## config.mk

```make
export PLATFORM = sky130hd
export DESIGN_NAME = pic_ram_arbiter
export DESIGN_NICKNAME = d
export VERILOG_FILES = /design/src/rtl/vga_pkg.sv /design/src/rtl/pic_ram_arbiter_wr_fifo2.sv /design/src/rtl/pic_ram_arbiter.sv
export SDC_FILE = /design/constraint.sdc
export NUM_CORES = 1
export LEC_CHECK = 0
export CORE_MARGIN = 2
export CORE_UTILIZATION = 52
export CTS_CLUSTER_SIZE = 12
export DETAILED_ROUTE_END_ITERATION = 7
export PLACE_DENSITY = 0.79
export SYNTH_ARGS = -nofsm -noshare
export SYNTH_HDL_FRONTEND = slang
export SYNTH_SLANG_ARGS = --single-unit
```

## constraint.sdc

```tcl
create_clock -name clk -period 5.6 [get_ports clk]
set_clock_uncertainty 0.1 [all_clocks]
set_input_delay 1.4 -clock clk [delete_from_list [all_inputs] [get_ports clk]]
set_output_delay 1.4 -clock clk [all_outputs]
set_load 0.01 [all_outputs]
```

## src/rtl/vga_pkg.sv

```systemverilog
// Shared picture geometry and arbiter grant encoding for the VGA picture path.
package vga_pkg;
  localparam int PIC_W     = 220;
  localparam int PIC_H     = 180;
  localparam int PIC_DEPTH = PIC_W * PIC_H;
  localparam int DATA_W    = 8;

  typedef enum logic [1:0] {
    GNT_IDLE = 2'd0,
    GNT_DISP = 2'd1,
    GNT_WR   = 2'd2
  } gnt_e;
endpackage

```

## src/rtl/pic_ram_arbiter_wr_fifo2.sv

```systemverilog
// Two-entry write buffer with occupancy count; push and pop may coincide.
module wr_fifo2 #(
  parameter int W = 24
) (
  input  logic         clk,
  input  logic         rst,
  input  logic         push_i,
  input  logic [W-1:0] push_data_i,
  input  logic         pop_i,
  output logic [W-1:0] head_o,
  output logic [1:0]   count_o
);
  logic [W-1:0] mem_q [2];
  logic         wr_ptr_q;
  logic         rd_ptr_q;
  logic [1:0]   count_q;

  // Caller only pushes when count < 2 and only pops when count > 0.
  always_ff @(posedge clk or posedge rst) begin
    if (rst) begin
      mem_q[0] <= '0;
      mem_q[1] <= '0;
      wr_ptr_q <= 1'b0;
      rd_ptr_q <= 1'b0;
      count_q  <= 2'd0;
    end else begin
      if (push_i) begin
        mem_q[wr_ptr_q] <= push_data_i;
        wr_ptr_q        <= ~wr_ptr_q;
      end
      if (pop_i) rd_ptr_q <= ~rd_ptr_q;
      case ({push_i, pop_i})
        2'b10:   count_q <= count_q + 2'd1;
        2'b01:   count_q <= count_q - 2'd1;
        default: count_q <= count_q;
      endcase
    end
  end

  assign head_o  = mem_q[rd_ptr_q];
  assign count_o = count_q;
endmodule

```

## src/rtl/pic_ram_arbiter.sv

```systemverilog
// Shares the single-port picture RAM between display fetch (always wins) and
// buffered loader writes that commit only in display gaps.
module pic_ram_arbiter #(
  parameter int ADDR_W    = 16,
  parameter int DATA_W    = vga_pkg::DATA_W,
  parameter int PIC_DEPTH = vga_pkg::PIC_DEPTH
) (
  input  logic              clk,
  input  logic              rst,
  input  logic              disp_active,
  input  logic [ADDR_W-1:0] disp_addr,
  output logic [DATA_W-1:0] disp_data,
  output logic              disp_valid,
  input  logic              wr_valid,
  output logic              wr_ready,
  input  logic [ADDR_W-1:0] wr_addr,
  input  logic [DATA_W-1:0] wr_data,
  input  logic              load_clr,
  output logic              load_done,
  output logic              err_addr,
  output logic [ADDR_W-1:0] ram_addr,
  output logic              ram_we,
  output logic [DATA_W-1:0] ram_wdata,
  input  logic [DATA_W-1:0] ram_rdata
);
  import vga_pkg::*;

  localparam int                FW        = ADDR_W + DATA_W;
  localparam logic [ADDR_W-1:0] DEPTH_A   = ADDR_W'(PIC_DEPTH);
  localparam logic [ADDR_W-1:0] LAST_CNT  = ADDR_W'(PIC_DEPTH - 1);

  logic [FW-1:0]     head;
  logic [ADDR_W-1:0] head_addr;
  logic [DATA_W-1:0] head_data;
  logic [1:0]        fifo_count;
  logic              push, pop, head_ok, commit;

  gnt_e              gnt_q;
  logic              wr_ok_q;
  logic [ADDR_W-1:0] ram_addr_q;
  logic [DATA_W-1:0] ram_wdata_q;
  logic [1:0]        rd_pipe_q;
  logic              disp_valid_q;
  logic [DATA_W-1:0] disp_data_q;
  logic [ADDR_W-1:0] commit_cnt_q, commit_cnt_d;
  logic              load_done_q, err_addr_q;

  assign wr_ready               = (fifo_count < 2'd2);
  assign push                   = wr_valid && wr_ready;
  assign pop                    = !disp_active && (fifo_count != 2'd0);
  assign {head_addr, head_data} = head;
  assign head_ok                = (head_addr < DEPTH_A);
  assign commit                 = pop && head_ok;

  wr_fifo2 #(.W(FW)) u_wr_fifo2 (
    .clk         (clk),
    .rst         (rst),
    .push_i      (push),
    .push_data_i ({wr_addr, wr_data}),
    .pop_i       (pop),
    .head_o      (head),
    .count_o     (fifo_count)
  );

  always_ff @(posedge clk or posedge rst) begin
    if (rst) begin
      gnt_q       <= GNT_IDLE;
      wr_ok_q     <= 1'b0;
      ram_addr_q  <= '0;
      ram_wdata_q <= '0;
    end else if (disp_active) begin
      gnt_q      <= GNT_DISP;
      wr_ok_q    <= 1'b0;
      ram_addr_q <= disp_addr;
    end else if (pop) begin
      gnt_q       <= GNT_WR;
      wr_ok_q     <= head_ok;
      ram_addr_q  <= head_addr;
      ram_wdata_q <= head_data;
    end else begin
      gnt_q   <= GNT_IDLE;
      wr_ok_q <= 1'b0;
    end
  end

  // Address out at n+1, RAM data back at n+2, registered to the display at n+3.
  always_ff @(posedge clk or posedge rst) begin
    if (rst) begin
      rd_pipe_q    <= 2'b00;
      disp_valid_q <= 1'b0;
      disp_data_q  <= '0;
    end else begin
      rd_pipe_q    <= {rd_pipe_q[0], disp_active};
      disp_valid_q <= rd_pipe_q[1];
      if (rd_pipe_q[1]) disp_data_q <= ram_rdata;
    end
  end

  always_comb begin
    commit_cnt_d = commit_cnt_q;
    if (load_clr)
      commit_cnt_d = '0;
    else if (commit && (commit_cnt_q != DEPTH_A))
      commit_cnt_d = commit_cnt_q + ADDR_W'(1);
  end

  always_ff @(posedge clk or posedge rst) begin
    if (rst) begin
      commit_cnt_q <= '0;
      load_done_q  <= 1'b0;
      err_addr_q   <= 1'b0;
    end else begin
      commit_cnt_q <= commit_cnt_d;
      if (load_clr) begin
        load_done_q <= 1'b0;
        err_addr_q  <= 1'b0;
      end else begin
        if (commit && (commit_cnt_q == LAST_CNT)) load_done_q <= 1'b1;
        if (pop && !head_ok) err_addr_q <= 1'b1;
      end
    end
  end

  assign ram_addr   = ram_addr_q;
  assign ram_we     = (gnt_q == GNT_WR) && wr_ok_q;
  assign ram_wdata  = ram_wdata_q;
  assign disp_data  = disp_data_q;
  assign disp_valid = disp_valid_q;
  assign load_done  = load_done_q;
  assign err_addr   = err_addr_q;
endmodule

```

---- After elaboration in Yosys (flattened, before gate mapping) ----
Index checks and enable logic that the tools add are counted.
operators by class
  add/subtract/negate cells ............... 3
  $lt $le $gt $ge ......................... 5
  equal/unequal tests ..................... 5
  muxes and demuxes ....................... 19
  bitwise gates (word level) .............. 5
  reductions and logical operators ........ 17
operator list
  kind                   count
  $mux 24                4
  $mux 16                4
  $bwmux 48              1
  $demux 24 s1           1
  $add 16x1->16 const B  1
  $eq 16x16->1 const B   1
  $lt 16x16->1 const B   1
  $ne 16x16->1 const B   1
  $reduce_bool 2->1      6
  $logic_and 1x1->1      8
  $mux 1                 6
  $eq 2x2->1 const B     2
  $ge 2x2->1 const B     2
  $mux 2                 2
  $not 1->2              2
  $pmux 2 s2             1
  $not 1->1              3
  $add 2x1->2 const B    1
  $eq 2x1->1 const B     1
  $logic_not 1->1        2
  $lt 2x1->1 const B     1
  $lt 2x2->1 const B     1
  $reduce_and 2->1       1
  $sub 2x1->2 const B    1
word-level totals
  bits in registers ....................... 108
  bits of input ports ..................... 53
  logic and storage cells ................. 69

---- Depth between registers and ports, before layout ----
Gate-level depths: netlist of run 1.
  word-level depth ........................ 9
  depth in mapped cells ................... 9
  gate-level depth less buffers ........... 7

---- By module ----
From an unflattened synthesis of run 1, not the netlist that was laid out.
unflattened totals
  cell total of the unflattened synthesis .. 392
  area, all modules ....................... 4895.9 um^2
modules (own cells, without submodules)
  module           times used  cells an instance  area each (um^2)  seq. area each (um^2)
  pic_ram_arbiter  1           249                2539.9            1376.3
  wr_fifo2         1           143                2356.0            1301.2

---- Worst setup path after synthesis of run 1 ----
Ideal clock, no wire load.
  path kind ............................... input to register
  start point ............................. input disp_active
  end point ............................... register u_wr_fifo2.count_q[1] (netlist: u_wr_fifo2.count_o[1])
  setup time .............................. 0.080 ns
  arrival time ............................ 2.808 ns
  required time ........................... 5.420 ns
  setup slack ............................. 2.612 ns
  cell stages on the path ................. 6
  buffers on the path ..................... 2
  path through ............................ nor2_1 clkbuf_1 buf_1 ha_1 nor2_1 xnor2_1
between the ends
  word-level cells in the longest chain between the ends .. 4
  elaborated cells on any way between the ends .. 6
RTL lines
  element                                                 RTL line                        RTL
  start, declared                                         pic_ram_arbiter.sv:10           input logic disp_active,
  $logic_not 1->1 *                                       pic_ram_arbiter.sv:50           assign pop = !disp_active && (fifo_count != 2'd0);
  $logic_and 1x1->1 *                                     pic_ram_arbiter.sv:50
  named net pop                                           pic_ram_arbiter.sv:36           logic push, pop, head_ok, commit;
  $eq 2x1->1 / $eq 2x2->1 (equally long branches)         pic_ram_arbiter_wr_fifo2.sv:32  case ({push_i, pop_i})
  $pmux 2 s2 / $reduce_bool 2->1 (equally long branches)  -
  end signal, assigned                                    pic_ram_arbiter_wr_fifo2.sv:33  2'b10: count_q <= count_q + 2'd1;
  end signal, assigned                                    pic_ram_arbiter_wr_fifo2.sv:34  2'b01: count_q <= count_q - 2'd1;
  end signal, assigned                                    pic_ram_arbiter_wr_fifo2.sv:35  default: count_q <= count_q;
  end, declared                                           pic_ram_arbiter_wr_fifo2.sv:16  logic [1:0] count_q;
Mark *: on every way through the listed nets, which the timed path passes. The rest lies on a longest branch.
A chain may end at the register's enable or synchronous reset.

---- Worst setup path in the final report of run 1 ----
  start point ............................. input disp_active
  end point ............................... register commit_cnt_q[14]
between the ends
  word-level cells in the longest chain between the ends .. 5
RTL lines
  element                      RTL line                RTL
  $logic_not 1->1              pic_ram_arbiter.sv:50
  $logic_and 1x1->1            pic_ram_arbiter.sv:50
  $logic_and 1x1->1            pic_ram_arbiter.sv:53   assign commit = pop && head_ok;
  $logic_and 1x1->1            pic_ram_arbiter.sv:103  else if (commit && (commit_cnt_q != DEPTH_A))
  $reduce_bool 2->1 (no line)  -
  end signal, assigned         pic_ram_arbiter.sv:113  commit_cnt_q <= commit_cnt_d;
  end, declared                pic_ram_arbiter.sv:45   logic [ADDR_W-1:0] commit_cnt_q, commit_cnt_d;
No other way between the ends.

==> results of run 1 <==
-- registers in the layout (all words and copies together) (netlist names), 2 cells and up --
name / cells
u_wr_fifo2.mem_q: 48
disp_data: 8
u_wr_fifo2.count_o: 2
ram_addr: 16
rd_pipe_q: 2
ram_wdata: 8
commit_cnt_q: 16
-- per-layer routing --
| metal | vias up | routed length, um |
|---|---|---|
| met5 | - | 0 |
| met4 | 0 | 99 |
| met3 | 10 | 462 |
| met2 | 86 | 5100 |
| met1 | 1768 | 4640 |
| li1 | 1672 | - |
-- logic make-up after synthesis --
kind of cell	Yosys count	share of synthesized area [%]
mux	87	19.8
simple gates	126	12.8
buf+inv	30	3.06
fa+ha+maj	3	0.771
xor+xnor	5	0.900
compound gates	66	7.61
flops	107	55.0
-- stage by stage --
step	setup WS [ps]	util, %	cells
floorplan	1280	-	424
global placement	2030	63.7	608
detailed placement	2010	63.7	608
CTS	2380	65.7	623
global route	2240	65.7	623
finish	2360	65.7	623
-- Yosys cell counts (all sizes together) (2+ instances only) --
cell type    n  area share (%)
mux2i       24             4.9
nor3         4            0.51
or3b         2            0.36
or3          2            0.26
or4          8             1.3
dfrtp      107              55
buf          8             1.4
nor2b        5            0.64
nand4        7            0.90
nor3b        2            0.31
or2          2            0.26
o31ai        7             1.1
nor4         3            0.39
clkbuf      15             1.2
mux2        63              15
ha           3            0.77
nand2       33             2.6
a21oi       30             3.1
inv          7            0.54
nor2        44             3.4
xnor2        4            0.72
nand4bb      2            0.46
o21ai       23             2.4
nand3        8            0.82
-- path summary, 6_finish.rpt --
| check | cells after the start | endpoint | slack, ps |
|---|---|---|---|
| max in group asynchronous | 3 | u_wr_fifo2.mem_q[30] | 2960 |
| min in group asynchronous | 2 | disp_data[1] | 1440 |
| worst min-delay path | 0 | rd_pipe_q[1] | 290 |
| worst max register to register | 5 | commit_cnt_q[3] | 2650 |
| worst max-delay path | 7 | commit_cnt_q[14] | 2360 |
| worst min register to register | 0 | rd_pipe_q[1] | 290 |
-- cell type report --
type                       count  share of cell area, %
clock buffer                  10                   2.29
clock inverter                 5                  0.708
inverter                       7                  0.479
multi-input combinational    287                   34.0
sequential                   107                   44.5
tap                          111                   2.31
timing repair buffer          96                   15.7
-- cells in the final DEF, fill, tap and decap left out, drive strengths merged, types with 3 or more instances in the layout --
cell,n
dfrtp,107
clkdlybuf4s50,89
mux2,63
nor2,44
nand2,33
a21oi,30
mux2i,24
o21ai,23
inv,11
clkbuf,10
nand3,8
or4,8
o31ai,7
nand4,7
buf,7
nor2b,5
xnor2,4
nor3,4
nor4,3
ha,3
-- worst max-delay path, cell delays in order --
cell,delay (ps)
clkdlybuf4s50_1,400
buf_4,240
nor2_1,140
buf_4,270
nand2_2,220
nor4_1,330
mux2_2,370
-- where the power goes --
part	internal, mW	switching, mW
Combinational	0.595	0.515
Sequential	1.06	0.190
Clock	0.178	0.265
==> summary.txt, run 1 <==
status - finished clean
clock tree sinks - 107
Rows - 35
Net Count, Synth - 480
CTS Buffer Depth - 2
Tot Pwr - 2.81 mW
Final Hold Viols - 0
YS warnings - 0
Setup Crit Path Kind - input port to register
Reg clk slew, reported paths - 90 ps
final setup TNS - 0 ps
Post-CTS Setup Bufs - 0
Register Area - 2680 um^2
Hold Crit Start - rd_pipe_q[0]
finished layout cell area - 6010 um^2
Post-Synthesis Cells - 424
fraction of layout cells with a size suffix above 1 - 18.0%
Via density - 5.68
post-DR wirelength/cell - 16.5 um
drc violations - 0
Final setup viols - 0
GRT Overall Usage - 21.2%
Vias - 3536
Slew @ Worst Pin - 884 ps
Leak Pwr - 2.53 nW
GR Overflow Total - 0
chip height - 101 um
syn_area_per_cell - 11.5 um^2
Placeable Area - 9150 um^2
clock latency on the worst-skew pair - 360 ps
Fmax - 0.309 GHz
fin nets - 564
fin crit period - 3240 ps
crit path max fanout - 34
DP Wirelength - 7.18 mm
Synth Register Bits - 107
routability congestion estimate from global placement - 0.786
Post-CTS Hold Buffers - 0
antenna violation net count after detailed routing - 0
drt first pass iters - 4
DR iter-0 viols - 243
WHS - 295 ps
met3 usage - 3.61%
I/O pins - 90
largest net degree at the start of global routing - 70
met1 Usage GRT - 29.1%
Hold/Removal Path Class - register to register
Worst setup EP type - register
total CTS buffers - 9
CTS tree - built
Crit. Startpoint - disp_active
max-slew violation count - 0
Layout area overhead - 23.5%
maximum vdd drop - 297 uV
Post-synth EDFFs - 0
GRT busiest layer - met2
Port Buffers - 89
PwrDens - 467 nW/um^2
Die W - 101 um
GR Util met2 - 34.8%
# fillers - 708
initial antenna violation count - 0
die area - 10100 um^2
crit start category - input port
Post-synth ARST share - 100%
max cap viols - 0
Post-DP Area - 5830 um^2
initial cell density of the core - 53.2%
Multi-input gate area - 2040 um^2
# H-tree levels - 3
Most used DFF post-synth - dfrtp_1
CP Data Required Time - 5750 ps
first-pass GRT wire length - 17.0 mm
diode count - 0
Synth cell types - 43
vias in the first global route - 3541
RSZ-0062 raised after global routing - false
Final period util - 57.8%
R2R Path Start - u_wr_fifo2.rd_ptr_q
root buf cell - clkbuf_8
Mapped Area - 4870 um^2
Rel. slew slack - 40.9%
sequential element share of the synthesized area - 55.0%
CP arrival - 3390 ps
final WL - 10.3 mm
post_cts resized - 0
Note: power is estimated with default switching activity, not from simulation.
==> run 2, diff against run 1 <==
- CORE_UTILIZATION: 52 -> 47
- PLACE_DENSITY: 0.79 -> 0.76
- clock period: 5.6 -> 2.8 ns (I/O delays scaled with it)
==> summary.txt, run 2 (same netlist as run 1, synthesis figures left out) <==
final setup TNS - 0 ps (unchanged)
WHS - 289 ps (was 295 ps)
CTS tree - built (unchanged)
Port Buffers - 89 (unchanged)
crit path max fanout - 28 (was 34)
CTS Buffer Depth - 2 (unchanged)
Final period util - 89.6%
routability congestion estimate from global placement - 0.832 (was 0.786)
Top reg by flops - u_wr_fifo2.mem_q (unchanged)
clock latency on the worst-skew pair - 370 ps (was 360 ps)
DR iter-0 viols - 206 (was 243)
GR Overflow Total - 0 (unchanged)
CP Data Required Time - 2960 ps (was 5750 ps)
CP peak stage delay - 580 ps (was 400 ps)
fin worst setup slack - 291 ps (was 2360 ps)
R2R Path Start - u_wr_fifo2.rd_ptr_q (unchanged)
I/O pins - 90 (unchanged)
vias in the first global route - 3589 (was 3541)
Final Hold Viols - 0 (unchanged)
# H-tree levels - 3 (unchanged)
Layout area overhead - 25.9% (was 23.5%)
Rows - 37 (was 35)
Setup Crit Path Kind - register to register (was input port to register)
Final setup viols - 0 (unchanged)
Worst setup EP type - register (unchanged)
Hold Crit Depth - 0 (unchanged)
Worst R2R Setup Slack - 290 ps (was 2650 ps)
diode count - 0 (unchanged)
total CTS buffers - 9 (unchanged)
Via density - 5.36 (was 5.68)
# fillers - 846 (was 708)
post-place setup slack - 259 ps (was 2010 ps)
max cap viols - 0 (unchanged)
fin nets - 572 (was 564)
Post-CTS Hold Buffers - 0 (unchanged)
final WL - 10.1 mm (was 10.3 mm)
WHS Endpoint - rd_pipe_q[1] (unchanged)
fin crit period - 2510 ps
Hold/Removal Path Class - register to register (unchanged)
RSZ-0062 raised after global routing - false (unchanged)
CP most frequent cell - buf_4 (unchanged)
Die W - 106 um (was 101 um)
post-DR wirelength/cell - 15.3 um (was 16.5 um)
Hold Crit Start - rd_pipe_q[0] (unchanged)
Placeable Area - 10200 um^2 (was 9150 um^2)
drc violations - 0 (unchanged)
initial antenna violation count - 0 (unchanged)
max reg flops - 48 (unchanged)
placed cell count - 641 (was 608)
largest net degree at the start of global routing - 61 (was 70)
fraction of layout cells with a size suffix above 1 - 19.4% (was 18.0%)
status - finished clean (unchanged)
CP arrival - 2670 ps (was 3390 ps)
clock tree sinks - 107 (unchanged)
root buf cell - clkbuf_8 (unchanged)
R2R Path End - commit_cnt_q[12] (was commit_cnt_q[3])
PwrDens - 921 nW/um^2 (was 467 nW/um^2)
Fmax - 0.399 GHz
initial cell density of the core - 47.8% (was 53.2%)
commonest cells after routing, fill and taps aside - dfrtp_1 (107), clkdlybuf4s50_1 (89), mux2_2 (59), nor2_1 (42), nand2_1 (32) (was dfrtp_1 (107), clkdlybuf4s50_1 (89), mux2_2 (59), nor2_1 (43), nand2_1 (32))
maximum vdd drop - 464 uV (was 297 uV)
GRT Overall Usage - 19.1% (was 21.2%)
Rel. slew slack - 61.0% (was 40.9%)
DP Wirelength - 7.06 mm (was 7.18 mm)
chip height - 106 um (was 101 um)
critical path, cell by cell - buf_4 > nor2b_1 > a2111oi_1 > o211a_1 > buf_4 > nor4_1 > mux2_2 (was clkdlybuf4s50_1 > buf_4 > nor2_1 > buf_4 > nand2_2 > nor4_1 > mux2_2)
post_cts resized - 0 (unchanged)
crit start category - register (was input port)
Vias - 3520 (was 3536)
Crit. Startpoint - u_wr_fifo2.rd_ptr_q (was disp_active)
max-slew violation count - 0 (unchanged)
Post-CTS Setup Bufs - 0 (unchanged)
Multi-input gate area - 2050 um^2 (was 2040 um^2)
commonest non-fill, non-tap cell in the layout - dfrtp_1 (unchanged)
Leak Pwr - 2.57 nW (was 2.53 nW)
Non-Filler Instances - 657 (was 623)
die area - 11200 um^2 (was 10100 um^2)
crit path max-delay cell type - dfrtp_1 (was clkdlybuf4s50_1)
Slew @ Worst Pin - 585 ps (was 884 ps)
cell count of the worst reg-to-reg path - 7 (was 5)
antenna violation net count after detailed routing - 0 (unchanged)
Reg clk slew, reported paths - 100 ps (was 90 ps)
drt first pass iters - 4 (unchanged)
Register Area - 2680 um^2 (unchanged)
first-pass GRT wire length - 17.1 mm (was 17.0 mm)
-- run 2: worst max-delay path: cells and delay by family (launching register included) --
kind	cells	cell delay, ps
buf+inv	2	460
simple gates	2	550
compound gates	2	320
flops	1	580
mux	1	390
-- run 2: worst max path at each step --
stage,slack (ps),end
3_5_place_dp,260,commit_cnt_q[14]
2_1_floorplan,510,u_wr_fifo2.count_o[1]
3_3_place_gp,280,commit_cnt_q[12]
5_1_grt,170,commit_cnt_q[12]
4_1_cts,320,commit_cnt_q[12]
6_report,290,commit_cnt_q[12]
-- run 2: power by group --
group	internal, mW	switching (mW)	total (mW)
clock	0.335	0.533	0.868
sequential	2.12	0.377	2.50
combinational	1.25	1.03	2.27
total	3.70	1.94	5.64
-- run 2: cell type report --
class	instances	share of cell area, %
timing repair buffer	104	16.8
inverter	7	0.490
clock inverter	6	0.816
tap	136	2.78
multi-input combinational	287	33.4
clock buffer	10	2.08
sequential	107	43.7
-- run 2: through the flow --
stage                     total power [mW]  instance area (um^2)  utilization [%]
final                                 5.64                  6130             60.2
after global routing                  6.05                  6130             60.2
after CTS                             5.70                  6130             60.2
after detailed placement              4.83                  5950             58.4
after global placement                4.73                  5950             58.4
after floorplan                       3.96                  4870                -
-- run 2: layer usage --
layer | vias to the layer above | wire [um] | GRT usage, %
li1 | 1686 | - | -
met1 | 1742 | 4750 | 27.0
met2 | 80 | 4710 | 30.0
met3 | 12 | 452 | 3.03
met4 | 0 | 160 | 6.48
met5 | - | 0 | 0
==> variant, RTL diff (settings of run 1) <==
Encoding of `gnt_e`: now one-hot (3 bits for 3 values).
--- a/src/rtl/vga_pkg.sv
+++ b/src/rtl/vga_pkg.sv
@@ -5,10 +5,10 @@
   localparam int PIC_DEPTH = PIC_W * PIC_H;
   localparam int DATA_W    = 8;
 
-  typedef enum logic [1:0] {
-    GNT_IDLE = 2'd0,
-    GNT_DISP = 2'd1,
-    GNT_WR   = 2'd2
+  typedef enum logic [2:0] {
+    GNT_IDLE = 3'b001,
+    GNT_DISP = 3'b010,
+    GNT_WR   = 3'b100
   } gnt_e;
 endpackage
 
Function: no difference found for any inputs over 4 cycles, from zero or initial values and one cycle with rst high; so few cycles prove little.
==> variant against run 1 <==
Wire length decreased by 6.4%; sequential cell count increased by 1; synthesized area fell by 1.2%; design area decreased by 0.83%; count of clock-buffer cells in the layout down 1; hold slack worse by 0.00081 ns; total power down 0.55%; die area down 1.2%; worst setup slack got worse by 0.071 ns; critical endpoint is now u_wr_fifo2.mem_q[9]; largest cell class unchanged.
==> variant: results (changes against run 1) <==
| Metric | Value |
|---|---|
| Clock root buffer master | clkbuf_8 (unchanged) |
| Crit path DAT | 3.46 ns (was 3.39 ns) |
| Leakage | 0.002519 uW (was 0.002528 uW) |
| Total Wirelength | 9645 um (was 10300 um) |
| Largest stage delay, worst path | 0.91 ns (was 0.40 ns) |
| Critical path origin | wr_valid (was disp_active) |
| First-pass GRT wire length | 15930 um (was 16970 um) |
| Reg2reg path depth | 6 (was 5) |
| Top cell types by occurrence after synthesis | dfrtp_1, mux2_2, nand2_1 (was dfrtp_1, mux2_2, nor2_1) |
| Syn Nets | 471 (was 480) |
| Setup crit end | u_wr_fifo2.mem_q[9] (was commit_cnt_q[14]) |
| Post-layout min period | 3.309 ns (was 3.238 ns) |
| GR Util met1 | 0.2759 (was 0.2912) |
| Inst Count DP | 599 (was 608) |
| Sequential share of the synthesized area | 0.5623 (was 0.5501) |
| Vias per inst | 5.578 (was 5.676) |
| Status | completed (unchanged) |
| GRT Resource Usage Total | 0.2005 (was 0.2119) |
| Largest net degree at the start of global routing | 78 (was 70) |
| Final #Nets | 555 (was 564) |
| Max VDD drop | 295.1 uV (was 296.5 uV) |
| GP Congestion | 0.7542 (was 0.7862) |
| 1st-iter DRT viols | 178 (was 243) |
| Reg with most FFs | u_wr_fifo2.mem_q (unchanged) |
| Ratio of cells with drive above 1 in the final layout | 0.1730 (was 0.1797) |
| Non-filler cells, final | 614 (was 623) |
| I/O Buffers | 89 (unchanged) |
| Worst Path Max Fanout | 24 (was 34) |
| Slowest cell on crit path | nand3_1 (was clkdlybuf4s50_1) |
| Mapped Cells | 415 (was 424) |
| Post-detail-place hpwl | 6658 um (was 7184 um) |
| Main area contributors after synthesis | dfrtp_1, mux2_2, mux2i_1 (unchanged) |
| Met3 GRT Util | 0.04178 (was 0.03606) |
| Netlist cell types | 41 (was 43) |
| Post-placement setup slack | 1.909 ns (was 2.014 ns) |
| FF-to-FF End | commit_cnt_q[7] (was commit_cnt_q[3]) |
| Vias in the first global route | 3351 (was 3541) |
| Slew HR | 0.1273 (was 0.4089) |
## variant: changes by cell type in the layout (fill, tap and decap cells not counted), sizes merged, moves of 3 or more
cell    delta
o31ai      +3
nor4       -3
inv        -4
clkinv     +4
nand2      +3
nand4      -4
mux2       -3
and3       +4
nor2       -9
## variant: final cells by class
type                            count  area, sq um
Clock buffer                        9        123.9
Inverter                            6        25.02
Sequential cell                   108         2704
Fill cell                         701         3147
Timing Repair Buffer               95        935.9
Clock inverter                      6        51.30
Tap cell                          111        138.9
Multi-Input combinational cell    279         1983
## variant: where the power goes
group / internal [uW] / total, uW / switching (uW)
Clock: 164 / 429 / 265
Combinational: 594 / 1100 / 507
Sequential: 1070 / 1260 / 188
Total: 1830 / 2790 / 960
## variant: cells by family (layout without fill, tap and decap cells)
logic type | count (synthesis) | after routing | synth area share
flip-flops | 108 | 108 | 0.5623
adder cells (fa/ha/maj) | 3 | 3 | 0.007807
XOR/XNOR | 5 | 5 | 0.009107
AO/OA/AOI/OAI | 70 | 70 | 0.08509
multiplexers | 85 | 85 | 0.1926
buffers and inverters | 28 | 116 | 0.02576
AND/OR/NAND/NOR | 116 | 116 | 0.1174
## variant: worst max-delay path: cells and delay by family
| kind | cells | cell delay, ns |
|---|---|---|
| muxes | 1 | 0.63 |
| and+or+nand+nor | 1 | 0.91 |
| buffers and inverters | 1 | 0.50 |
## variant: per-stage QoR
stage          instance area, sq um  hold slack (ns)
6_report                       5962           0.2942
5_1_grt                        5962           0.3088
2_1_floorplan                  4808           0.2519
3_5_place_dp                   5787           0.2809
3_3_place_gp                   5787           0.2693
4_1_cts                        5962           0.3027
## variant: routing by layer
metal,up-vias,share of wire,wire length [um]
met3,15,0.054,525
li1,1637,-,-
met2,87,0.48,4585
met1,1686,0.45,4371
met4,0,0.017,163
met5,-,0,0
